--- config.mk ---
export PLATFORM = sky130hd
export DESIGN_NAME = array_alloc_requester
export DESIGN_NICKNAME = d
export VERILOG_FILES = /design/src/rtl/array_alloc_requester_pkg.sv /design/src/rtl/search_timer.sv /design/src/rtl/array_alloc_requester.sv
export SDC_FILE = /design/constraint.sdc
export NUM_CORES = 1
export LEC_CHECK = 0
export BUFFER_PORTS_ARGS = -buffer_cell sky130_fd_sc_hd__buf_2
export CAP_MARGIN = 10
export CORE_MARGIN = 4
export CORE_UTILIZATION = 42
export DETAILED_ROUTE_END_ITERATION = 10
export PLACE_DENSITY = 0.62
export SKIP_LAST_GASP = 1
export SYNTH_ARGS = -nofsm -noshare
export SYNTH_HDL_FRONTEND = slang
export SYNTH_SLANG_ARGS = --single-unit
export TNS_END_PERCENT = 50
--- constraint.sdc ---
create_clock -name clk -period 4.1 [get_ports clk]
set_clock_uncertainty 0.2 [all_clocks]
set_input_delay 0.82 -clock clk [delete_from_list [all_inputs] [get_ports clk]]
set_output_delay 0.82 -clock clk [all_outputs]
set_load 0.1 [all_outputs]
--- src/rtl/array_alloc_requester_pkg.sv ---
// Shared types for the array-length store interface: store bus payload,
// requester FSM states and the reserved tombstone address.
package array_alloc_requester_pkg;

   localparam int unsigned ADDR_W = 32;
   localparam int unsigned LEN_W  = 32;

   localparam logic [ADDR_W-1:0] TOMB_ADDR = 32'hFFFF_FFFF;

   typedef struct packed {
      logic              mode;
      logic [ADDR_W-1:0] addr;
      logic [LEN_W-1:0]  len;
   } astore_in_bus_t;

   typedef enum logic [2:0] {
      ST_IDLE,
      ST_WRITE,
      ST_RESTART,
      ST_ARM,
      ST_SEARCH,
      ST_RESP
   } areq_state_t;

   // Address span consumed by an array; zero-length arrays still take one slot.
   function automatic logic [LEN_W-1:0] span_of(input logic [LEN_W-1:0] len);
      span_of = (len == '0) ? LEN_W'(1) : len;
   endfunction

endpackage

--- src/rtl/search_timer.sv ---
// Loadable up-counter bounding a store lookup; expired_c flags the enabled
// cycle in which the count reaches TIMEOUT.
module search_timer #(
   parameter int unsigned TIMEOUT = 1028,
   parameter int unsigned CNT_W   = 11
) (
   input  logic             clk,
   input  logic             r,
   input  logic             clr,
   input  logic             en,
   input  logic             load,
   input  logic [CNT_W-1:0] load_val,
   output logic             expired_c
);

   logic [CNT_W-1:0] count_q;
   logic [CNT_W-1:0] count_d;
   logic [CNT_W-1:0] count_inc;

   always_comb begin
      count_inc = count_q + CNT_W'(1);
      count_d   = count_q;
      if (clr) begin
         count_d = '0;
      end else if (load) begin
         count_d = load_val;
      end else if (en) begin
         count_d = count_inc;
      end
   end

   assign expired_c = en && (count_inc == CNT_W'(TIMEOUT));

   always_ff @(posedge clk) begin
      if (r) begin
         count_q <= '0;
      end else begin
         count_q <= count_d;
      end
   end

endmodule

--- src/rtl/array_alloc_requester.sv ---
// Initiator for the array-length store: hands out array base addresses from a
// bump pointer, registers (addr, len) pairs and runs bounded length lookups.
module array_alloc_requester
   import array_alloc_requester_pkg::*;
#(
   parameter logic [31:0] BASE_ADDR      = 32'h0000_1000,
   parameter int unsigned MAX_ENTRIES    = 1024,
   parameter int unsigned SEARCH_TIMEOUT = MAX_ENTRIES + 4,
   parameter logic [31:0] TOMB_ADDR      = array_alloc_requester_pkg::TOMB_ADDR
) (
   input  logic           clk,
   input  logic           r,
   input  logic           alloc_valid,
   output logic           alloc_ready,
   input  logic [31:0]    alloc_len,
   input  logic           q_valid,
   output logic           q_ready,
   input  logic [31:0]    q_addr,
   output logic           rsp_valid,
   input  logic           rsp_ready,
   output logic           rsp_kind,
   output logic [31:0]    rsp_data,
   output logic           rsp_found,
   output logic           rsp_err,
   output astore_in_bus_t a_out,
   input  logic [31:0]    st_len,
   input  logic           st_found,
   input  logic           st_finished
);

   localparam int unsigned ENT_W = $clog2(MAX_ENTRIES + 1);
   localparam int unsigned TMR_W = $clog2(SEARCH_TIMEOUT + 1);

   areq_state_t    state_q, state_d;
   logic [31:0]    ptr_q, ptr_d;
   logic [ENT_W-1:0] entries_q, entries_d;
   logic           searched_q, searched_d;
   logic [31:0]    alloc_len_q, alloc_len_d;
   logic [31:0]    q_addr_q, q_addr_d;
   logic           alloc_ready_q, alloc_ready_d;
   logic           rsp_valid_q, rsp_valid_d;
   logic           rsp_kind_q, rsp_kind_d;
   logic [31:0]    rsp_data_q, rsp_data_d;
   logic           rsp_found_q, rsp_found_d;
   logic           rsp_err_q, rsp_err_d;
   astore_in_bus_t a_out_q, a_out_d;

   logic           alloc_acc_c;
   logic           q_acc_c;
   logic           table_full_c;
   logic [32:0]    alloc_sum_c;
   logic           timer_clr_c;
   logic           timer_en_c;
   logic           timer_expired_c;

   search_timer #(
      .TIMEOUT (SEARCH_TIMEOUT),
      .CNT_W   (TMR_W)
   ) u_search_timer (
      .clk       (clk),
      .r         (r),
      .clr       (timer_clr_c),
      .en        (timer_en_c),
      .load      (1'b0),
      .load_val  ('0),
      .expired_c (timer_expired_c)
   );

   // Alloc wins arbitration, so q_ready must drop combinationally in that cycle.
   assign q_ready      = alloc_ready_q && !alloc_valid;
   assign alloc_acc_c  = (state_q == ST_IDLE) && alloc_ready_q && alloc_valid;
   assign q_acc_c      = (state_q == ST_IDLE) && alloc_ready_q && q_valid && !alloc_valid;
   assign table_full_c = (entries_q == ENT_W'(MAX_ENTRIES));
   assign alloc_sum_c  = {1'b0, ptr_q} + {1'b0, span_of(alloc_len)};

   // Next-state, datapath and registered-output logic.
   always_comb begin
      state_d     = state_q;
      ptr_d       = ptr_q;
      entries_d   = entries_q;
      searched_d  = searched_q;
      alloc_len_d = alloc_len_q;
      q_addr_d    = q_addr_q;
      rsp_kind_d  = rsp_kind_q;
      rsp_data_d  = rsp_data_q;
      rsp_found_d = rsp_found_q;
      rsp_err_d   = rsp_err_q;
      a_out_d     = '0;
      timer_clr_c = 1'b0;
      timer_en_c  = 1'b0;

      unique case (state_q)
         ST_IDLE: begin
            if (alloc_acc_c) begin
               alloc_len_d = alloc_len;
               rsp_kind_d  = 1'b0;
               rsp_data_d  = '0;
               rsp_found_d = 1'b0;
               rsp_err_d   = 1'b0;
               if (table_full_c || alloc_sum_c[32]) begin
                  state_d   = ST_RESP;
                  rsp_err_d = 1'b1;
               end else begin
                  state_d      = ST_WRITE;
                  a_out_d.mode = 1'b1;
                  a_out_d.addr = ptr_q;
                  a_out_d.len  = alloc_len;
               end
            end else if (q_acc_c) begin
               q_addr_d    = q_addr;
               rsp_kind_d  = 1'b1;
               rsp_data_d  = '0;
               rsp_found_d = 1'b0;
               rsp_err_d   = 1'b0;
               if (q_addr == TOMB_ADDR) begin
                  state_d = ST_RESP;
               end else if (searched_q) begin
                  // A finished lookup leaves the store stale; a tombstone write rearms it.
                  if (table_full_c) begin
                     state_d   = ST_RESP;
                     rsp_err_d = 1'b1;
                  end else begin
                     state_d      = ST_RESTART;
                     a_out_d.mode = 1'b1;
                     a_out_d.addr = TOMB_ADDR;
                  end
               end else begin
                  state_d      = ST_ARM;
                  a_out_d.addr = q_addr;
               end
            end
         end
         ST_WRITE: begin
            ptr_d      = ptr_q + span_of(alloc_len_q);
            entries_d  = entries_q + ENT_W'(1);
            searched_d = 1'b0;
            rsp_data_d = ptr_q;
            state_d    = ST_RESP;
         end
         ST_RESTART: begin
            entries_d    = entries_q + ENT_W'(1);
            state_d      = ST_ARM;
            a_out_d.addr = q_addr_q;
         end
         ST_ARM: begin
            searched_d   = 1'b1;
            timer_clr_c  = 1'b1;
            state_d      = ST_SEARCH;
            a_out_d.addr = q_addr_q;
         end
         ST_SEARCH: begin
            timer_en_c = 1'b1;
            if (st_finished && st_found) begin
               state_d     = ST_RESP;
               rsp_data_d  = st_len;
               rsp_found_d = 1'b1;
            end else if (timer_expired_c) begin
               state_d = ST_RESP;
            end else begin
               a_out_d.addr = q_addr_q;
            end
         end
         ST_RESP: begin
            if (rsp_ready) begin
               state_d     = ST_IDLE;
               rsp_kind_d  = 1'b0;
               rsp_data_d  = '0;
               rsp_found_d = 1'b0;
               rsp_err_d   = 1'b0;
            end
         end
         default: begin
            state_d = ST_IDLE;
         end
      endcase

      alloc_ready_d = (state_d == ST_IDLE);
      rsp_valid_d   = (state_d == ST_RESP);
   end

   always_ff @(posedge clk) begin
      if (r) begin
         state_q       <= ST_IDLE;
         ptr_q         <= BASE_ADDR;
         entries_q     <= '0;
         searched_q    <= 1'b0;
         alloc_len_q   <= '0;
         q_addr_q      <= '0;
         alloc_ready_q <= 1'b0;
         rsp_valid_q   <= 1'b0;
         rsp_kind_q    <= 1'b0;
         rsp_data_q    <= '0;
         rsp_found_q   <= 1'b0;
         rsp_err_q     <= 1'b0;
         a_out_q       <= '0;
      end else begin
         state_q       <= state_d;
         ptr_q         <= ptr_d;
         entries_q     <= entries_d;
         searched_q    <= searched_d;
         alloc_len_q   <= alloc_len_d;
         q_addr_q      <= q_addr_d;
         alloc_ready_q <= alloc_ready_d;
         rsp_valid_q   <= rsp_valid_d;
         rsp_kind_q    <= rsp_kind_d;
         rsp_data_q    <= rsp_data_d;
         rsp_found_q   <= rsp_found_d;
         rsp_err_q     <= rsp_err_d;
         a_out_q       <= a_out_d;
      end
   end

   assign alloc_ready = alloc_ready_q;
   assign rsp_valid   = rsp_valid_q;
   assign rsp_kind    = rsp_kind_q;
   assign rsp_data    = rsp_data_q;
   assign rsp_found   = rsp_found_q;
   assign rsp_err     = rsp_err_q;
   assign a_out       = a_out_q;

endmodule

After elaboration in Yosys (flattened, before gate mapping)

Index checks and enable logic that the tools add are counted.

Register bits after elaboration: 224
Input bits: 103
Logic and storage cells: 106

Bitwise operators: 2
$add $sub $neg: 4
Equality and inequality tests: 12
Reduce and logical (&&, ||, !) cells: 27
Multiplexer cells: 45

Operators by type and width:

| cell                                           | count |
|---|---|
| two-way mux 32 bit                             | 9 |
| two-way mux 33 bit                             | 4 |
| case mux 32 bit (4 select lines)               | 1 |
| case mux 32 bit (3 select lines)               | 1 |
| two-way mux 65 bit                             | 1 |
| zero test 32 bit                               | 2 |
| adder 32 x 32 -> 33 bit                        | 1 |
| adder 32 bit                                   | 1 |
| == test 32 bit (second input constant)         | 1 |
| two-way mux 3 bit                              | 9 |
| adder 11 x 1 -> 11 bit (second input constant) | 2 |
| == test 11 bit (second input constant)         | 2 |
| case mux 3 bit (6 select lines)                | 1 |
| two-way mux 1 bit                              | 15 |
| == test 3 bit (second input constant)          | 3 |
| AND reduction 4 bit                            | 2 |
| OR reduction 2 bit                             | 4 |
| logical AND 1 bit                              | 7 |
| == test 3 x 2 -> 1 bit (second input constant) | 2 |
| zero test 3 bit                                | 2 |
| case mux 1 bit (2 select lines)                | 3 |
| AND reduction 3 bit                            | 2 |
| inequality test 2 bit (second input constant)  | 2 |
| nonzero test 2 bit                             | 2 |
| 10 further kinds                               | 11 |

Longest topological paths before layout

Word-level depth: 8
Depth in mapped cells: 15
Mapped depth without buffers: 15

By module

A second synthesis with hierarchy kept.

Cells, all modules: 1395
Area total of the unflattened synthesis: 11284.6 sq um

By module, submodules not included:

| module                | instances | area an instance (sq um) | cells an instance |
|---|---|---|---|
| array_alloc_requester | 1         | 10518.8                  | 1303 |
| search_timer          | 1         | 765.7                    | 92 |

Least setup slack after synthesis

OpenSTA, ideal clock, no wires.

Kind: register to register
Start point: reg alloc_ready_q (netlist: alloc_ready)
End point: reg a_out_q, in the netlist a_out[54]
Cell stages (with the launch flop): 8
Buffers on the path: 1
Library setup time: 0.074 ns
Data arrival time: 4.173 ns
Path slack: -0.347 ns
Data required time: 3.826 ns
Clock period less this slack: 4.447 ns
Cells stage by stage: dfxtp_1 -> nor2b_1 -> nand3_1 -> a21oi_1 -> a21boi_1 -> clkbuf_1 -> o21ai_0 -> a31oi_1

Longest elaborated chain between the ends: 6

RTL lines:

| item                               | line                                                     | source |
|---|---|---|
| start, declared                    | array_alloc_requester.sv:40                              | `logic alloc_ready_q, alloc_ready_d;` |
| start signal, assigned             | array_alloc_requester.sv:203                             | `alloc_ready_q <= alloc_ready_d;` |
| logical AND 1 bit *                | array_alloc_requester.sv:71, array_alloc_requester.sv:72 |  |
| logical AND 1 bit (2 in a row)     | array_alloc_requester.sv:72                              | `assign q_acc_c = (state_q == ST_IDLE) && alloc_ready_q && q_valid && !alloc_valid;` |
| two-way mux 33 bit                 | array_alloc_requester.sv:109                             | `end else if (q_acc_c) begin` |
| two-way mux 33 bit *               | array_alloc_requester.sv:94                              | `if (alloc_acc_c) begin` |
| case mux 32 bit (3 select lines) * | array_alloc_requester.sv:92                              | `unique case (state_q)` |
| end signal, assigned               | array_alloc_requester.sv:209                             | `a_out_q <= a_out_d;` |
| end, declared                      | array_alloc_requester.sv:46                              | `astore_in_bus_t a_out_q, a_out_d;` |

Mark *: on every way between the ends. The rest lies on a longest branch, timed or not.
A chain may end at the register's enable or synchronous reset.

Final worst setup path

Start point: reg alloc_len_q[17]
End point: reg ptr_q[28]

Longest elaborated chain between the ends: 3

RTL lines:

| item                   | line                            | source |
|---|---|---|
| start, declared        | array_alloc_requester.sv:38     | `logic [31:0] alloc_len_q, alloc_len_d;` |
| start signal, assigned | array_alloc_requester.sv:201    | `alloc_len_q <= alloc_len_d;` |
| zero test 32 bit       | array_alloc_requester_pkg.sv:27 | `span_of = (len == '0) ? LEN_W'(1) : len;` |
| two-way mux 32 bit *   | array_alloc_requester_pkg.sv:27 |  |
| adder 32 bit *         | array_alloc_requester.sv:134    | `ptr_d = ptr_q + span_of(alloc_len_q);` |
| end signal, assigned   | array_alloc_requester.sv:198    | `ptr_q <= ptr_d;` |
| end, declared          | array_alloc_requester.sv:35     | `logic [31:0] ptr_q, ptr_d;` |

Marks and branches as above.

==> flow_metrics.tcl <==
set metrics [dict create \
    core_area_sq_um 26000 \
    vdd_ir_drop_max_mv 0.401 \
    gp_congestion 0.951 \
    dr.pass1.iters 5 \
    io_pins 206 \
    cp_slowest_cell "a2111o_1" \
    post_dp_cell_area_sq_um 12200 \
    p_per_area_nw_per_um2 605 \
    cp.required_ns 4.37 \
    hp-class "reg2reg" \
    cts_buffers 26 \
    cp_cell_sequence "nor4_1, nand4_1, o21bai_1, ha_2, inv_1, fa_2, nor2b_1, o21a_1, o211ai_1, a2111o_1, a21oi_2, o211ai_1, and3_1, or4_1, nand3_1" \
    post-route-period-util_pct 94.8 \
    layout-drive-gt1-share_pct 19.4 \
    io_buffer_count 205 \
    hold_viol 0 \
    synth_ff_type "dfxtp_1" \
    setup_viol 0 \
    synthCells 1379 \
    dieHeight_um 171 \
    synth_enable_flop_cells 0 \
    cts_root_buf "clkbuf_16" \
    drcViolationCount 0 \
    track_usage_pct 21.6 \
    placement_rows 59 \
    start_util_pct 42.7 \
    min_from "rsp_err" \
    synth_warnings 0 \
    cpPeakStageDelay_ns 0.50 \
    async_flop_share_pct 0 \
    viasPerCell 5.60 \
    seqCellArea_sq_um 4480 \
    clock_latency_ns 0.53 \
    ant_nets 0 \
    routed_wl_um 32800 \
    power.leakage_nw 5.66 \
    rr_endpoint "ptr_q[28]" \
    layout_min_cycle_time_ns 3.89 \
    cp-start-kind "register" \
    antenna_found_initial 0 \
    cp.arrival_ns 4.16 \
    finalPower_mw 7.93 \
    clkTransAtPathRegs_ns 0.06 \
    die_x_um 171 \
    grt_pass1_vias 9481 \
    drt-initial-drc-count 819 \
    fin_area_sq_um 13100 \
    area_delta_synth_final_pct 18.1 \
    synth_cell_type_count 63 \
    cp-end-kind "register" \
    report.final.slew_viol_count 0 \
    cp_common_cell "o211ai_1" \
    overflow 0 \
    syn_nets 1549 \
    cts_tree "built" \
    maxCapViolCount 0 \
    rsz0062_at_grt "no" \
    diodes 0 \
    status "complete, no violations" \
    worst-r2r-cell-count 15 \
    r2r_slack_ns 0.21 \
    grt_max_degree 55 \
    holdPathStages 2 \
    fin_nets 1663 \
    r2r-start "alloc_len_q[17]" \
    vias 10300 \
    synth-seq-cells 224 \
    whs_endpoint "rsp_err" \
    routedWlPerCell_um 17.8 \
    n_fill_cell 2544 \
    path_class "reg2reg" \
    final.setup.tns_ns 0 \
    relSlewSlack_pct 54.2 \
    fmax_mhz 257 \
    ys_seq_area_share_pct 40.4 \
    cts.sinks 224 \
    syn_area_sq_um 11100 \
    multi_input_area_sq_um 6040 \
    dieArea_sq_um 29100 \
    htreeDepth 1 \
    grt_first_pass_wirelength_um 51500 \
    avgSynthCellArea_sq_um 8.04 \
    worst_pin_slew_ns 0.680 \
    path_max_fanout 3 \
    clockBufferDepth 3 \
    dp_hpwl_um 24300 \
]
-- synthesized netlist by cell type (2+ instances only) --
master	n	area share, %
buf_6	4	0.41
a221oi_2	2	0.27
ha_1	66	7.4
nor4_1	20	1.1
a32o_1	3	0.27
clkbuf_1	134	4.5
a211oi_1	41	2.8
nand4_1	27	1.5
a21o_1	40	2.7
o21ai_0	53	2.4
nand3_1	21	0.95
o31ai_1	2	0.14
o21bai_1	3	0.20
a32oi_1	2	0.16
o21a_1	3	0.20
o21ai_1	4	0.18
mux2i_1	5	0.45
or3_1	7	0.39
a22oi_1	33	2.2
a21oi_1	124	5.6
xor2_1	18	1.4
a211o_1	2	0.16
inv_1	16	0.54
nand2_1	254	8.6
or2_2	4	0.23
dfxtp_1	224	40
o22ai_1	3	0.17
nor3b_1	4	0.27
nor2b_1	8	0.45
nand2b_1	6	0.34
buf_1	3	0.10
or4b_2	2	0.18
and4_1	3	0.24
a31oi_1	39	2.2
xnor2_1	21	1.7
a21oi_2	3	0.24
nor2_1	90	3.0
and3_1	42	2.4
nor3_1	12	0.54
o211ai_1	5	0.34
or4_1	4	0.27
-- layout make-up --
type / count / area share [%]
Multi-Input combinational cell: 998 / 46.1
Sequential cell: 224 / 34.2
Timing Repair Buffer: 227 / 9.20
Clock buffer: 39 / 5.95
Tap cell: 335 / 3.20
Clock inverter: 6 / 0.888
Inverter: 16 / 0.458
-- worst max-delay path: cells and delay by family, from the launching register on --
family	cells	cell delay [ns]
adder cells (fa/ha/maj)	2	0.55
AO/OA/AOI/OAI	6	1.33
flip-flops	1	0.32
AND/OR/NAND/NOR	6	1.36
buffers and inverters	1	0.06
-- per-stage QoR --
stage,utilization (%),cells,hold slack (ns),setup slack [ns]
final,50.4,1845,0.253,0.214
after global placement,46.9,1798,0.241,0.103
after CTS,50.3,1843,0.253,0.0881
after detailed placement,46.9,1798,0.246,0.114
after floorplan,-,1379,0.237,0.271
after global routing,50.4,1845,0.272,0.0191
-- cell usage in the layout (no fill, tap or decap), drive strengths merged, types with 3 or more instances in the layout --
master and instances:
nand2 254, buf 227, dfxtp 224, a21oi 127
nor2 90, ha 66, o21ai 57, and3 42
a211oi 42, a21o 40, a31oi 39, clkbuf 39
a22oi 33, nand4 27, nand3 22, xnor2 21
nor4 20, xor2 18, inv 16, nor3 13
nor2b 8, or3 7, nand2b 6, o211ai 5
mux2i 5, or2 4, or4 4, nor3b 4
o21bai 3, a32o 3, o21a 3, o22ai 3
and4 3, bufinv 3, clkinv 3
-- kinds of logic (layout without fill, tap and decap cells) --
group,count (synthesis),in the layout,share of synthesized area [%]
and+or+nand+nor,508,508,21.0
AOI/OAI and AO/OA,378,378,21.8
DFF,224,224,40.4
buffers and inverters,157,288,5.58
adders and majority gates,67,67,7.63
xor gates and xnor gates,39,39,3.08
muxes,6,6,0.553
-- registers in the layout, indices dropped and copies added, names as in the netlist, 3 cells and up --
signal	flops
u_search_timer.count_q	11
q_addr_q	32
rsp_data	32
a_out	65
alloc_len_q	32
state_q	3
ptr_q	32
entries_q	11
-- layer usage --
layer	vias up	GRT usage [%]	routed length [um]
met5	-	0	0
met4	0	5.14	695
met3	49	3.70	2680
met2	376	31.1	13300
met1	4792	33.6	16100
li1	5107	-	-
-- worst max path at each step --
stage                      endpoint  slack (ns)             from  cells after the start
after detailed placement  ptr_q[28]        0.11  alloc_len_q[24]                     15
after global routing      ptr_q[28]        0.02  alloc_len_q[30]                     15
final                     ptr_q[28]        0.21  alloc_len_q[17]                     15
after floorplan           a_out[54]        0.27      alloc_ready                      7
after CTS                 ptr_q[28]        0.09  alloc_len_q[24]                     15
after global placement    ptr_q[28]        0.10  alloc_len_q[24]                     15
-- power breakdown --
part           total (mW)  internal [mW]  switching [mW]
Clock                2.39           1.49           0.899
Sequential           2.63           2.42           0.210
Combinational        2.91          0.722            2.19
Total                7.93           4.64            3.30
-- repair_timing --
action,in CTS,in global routing
gates resized for setup,0,3
hold buffers,0,0
buffers inserted,0,2
setup endpoints to repair,0,2
Power figures use the tool's default switching activity.
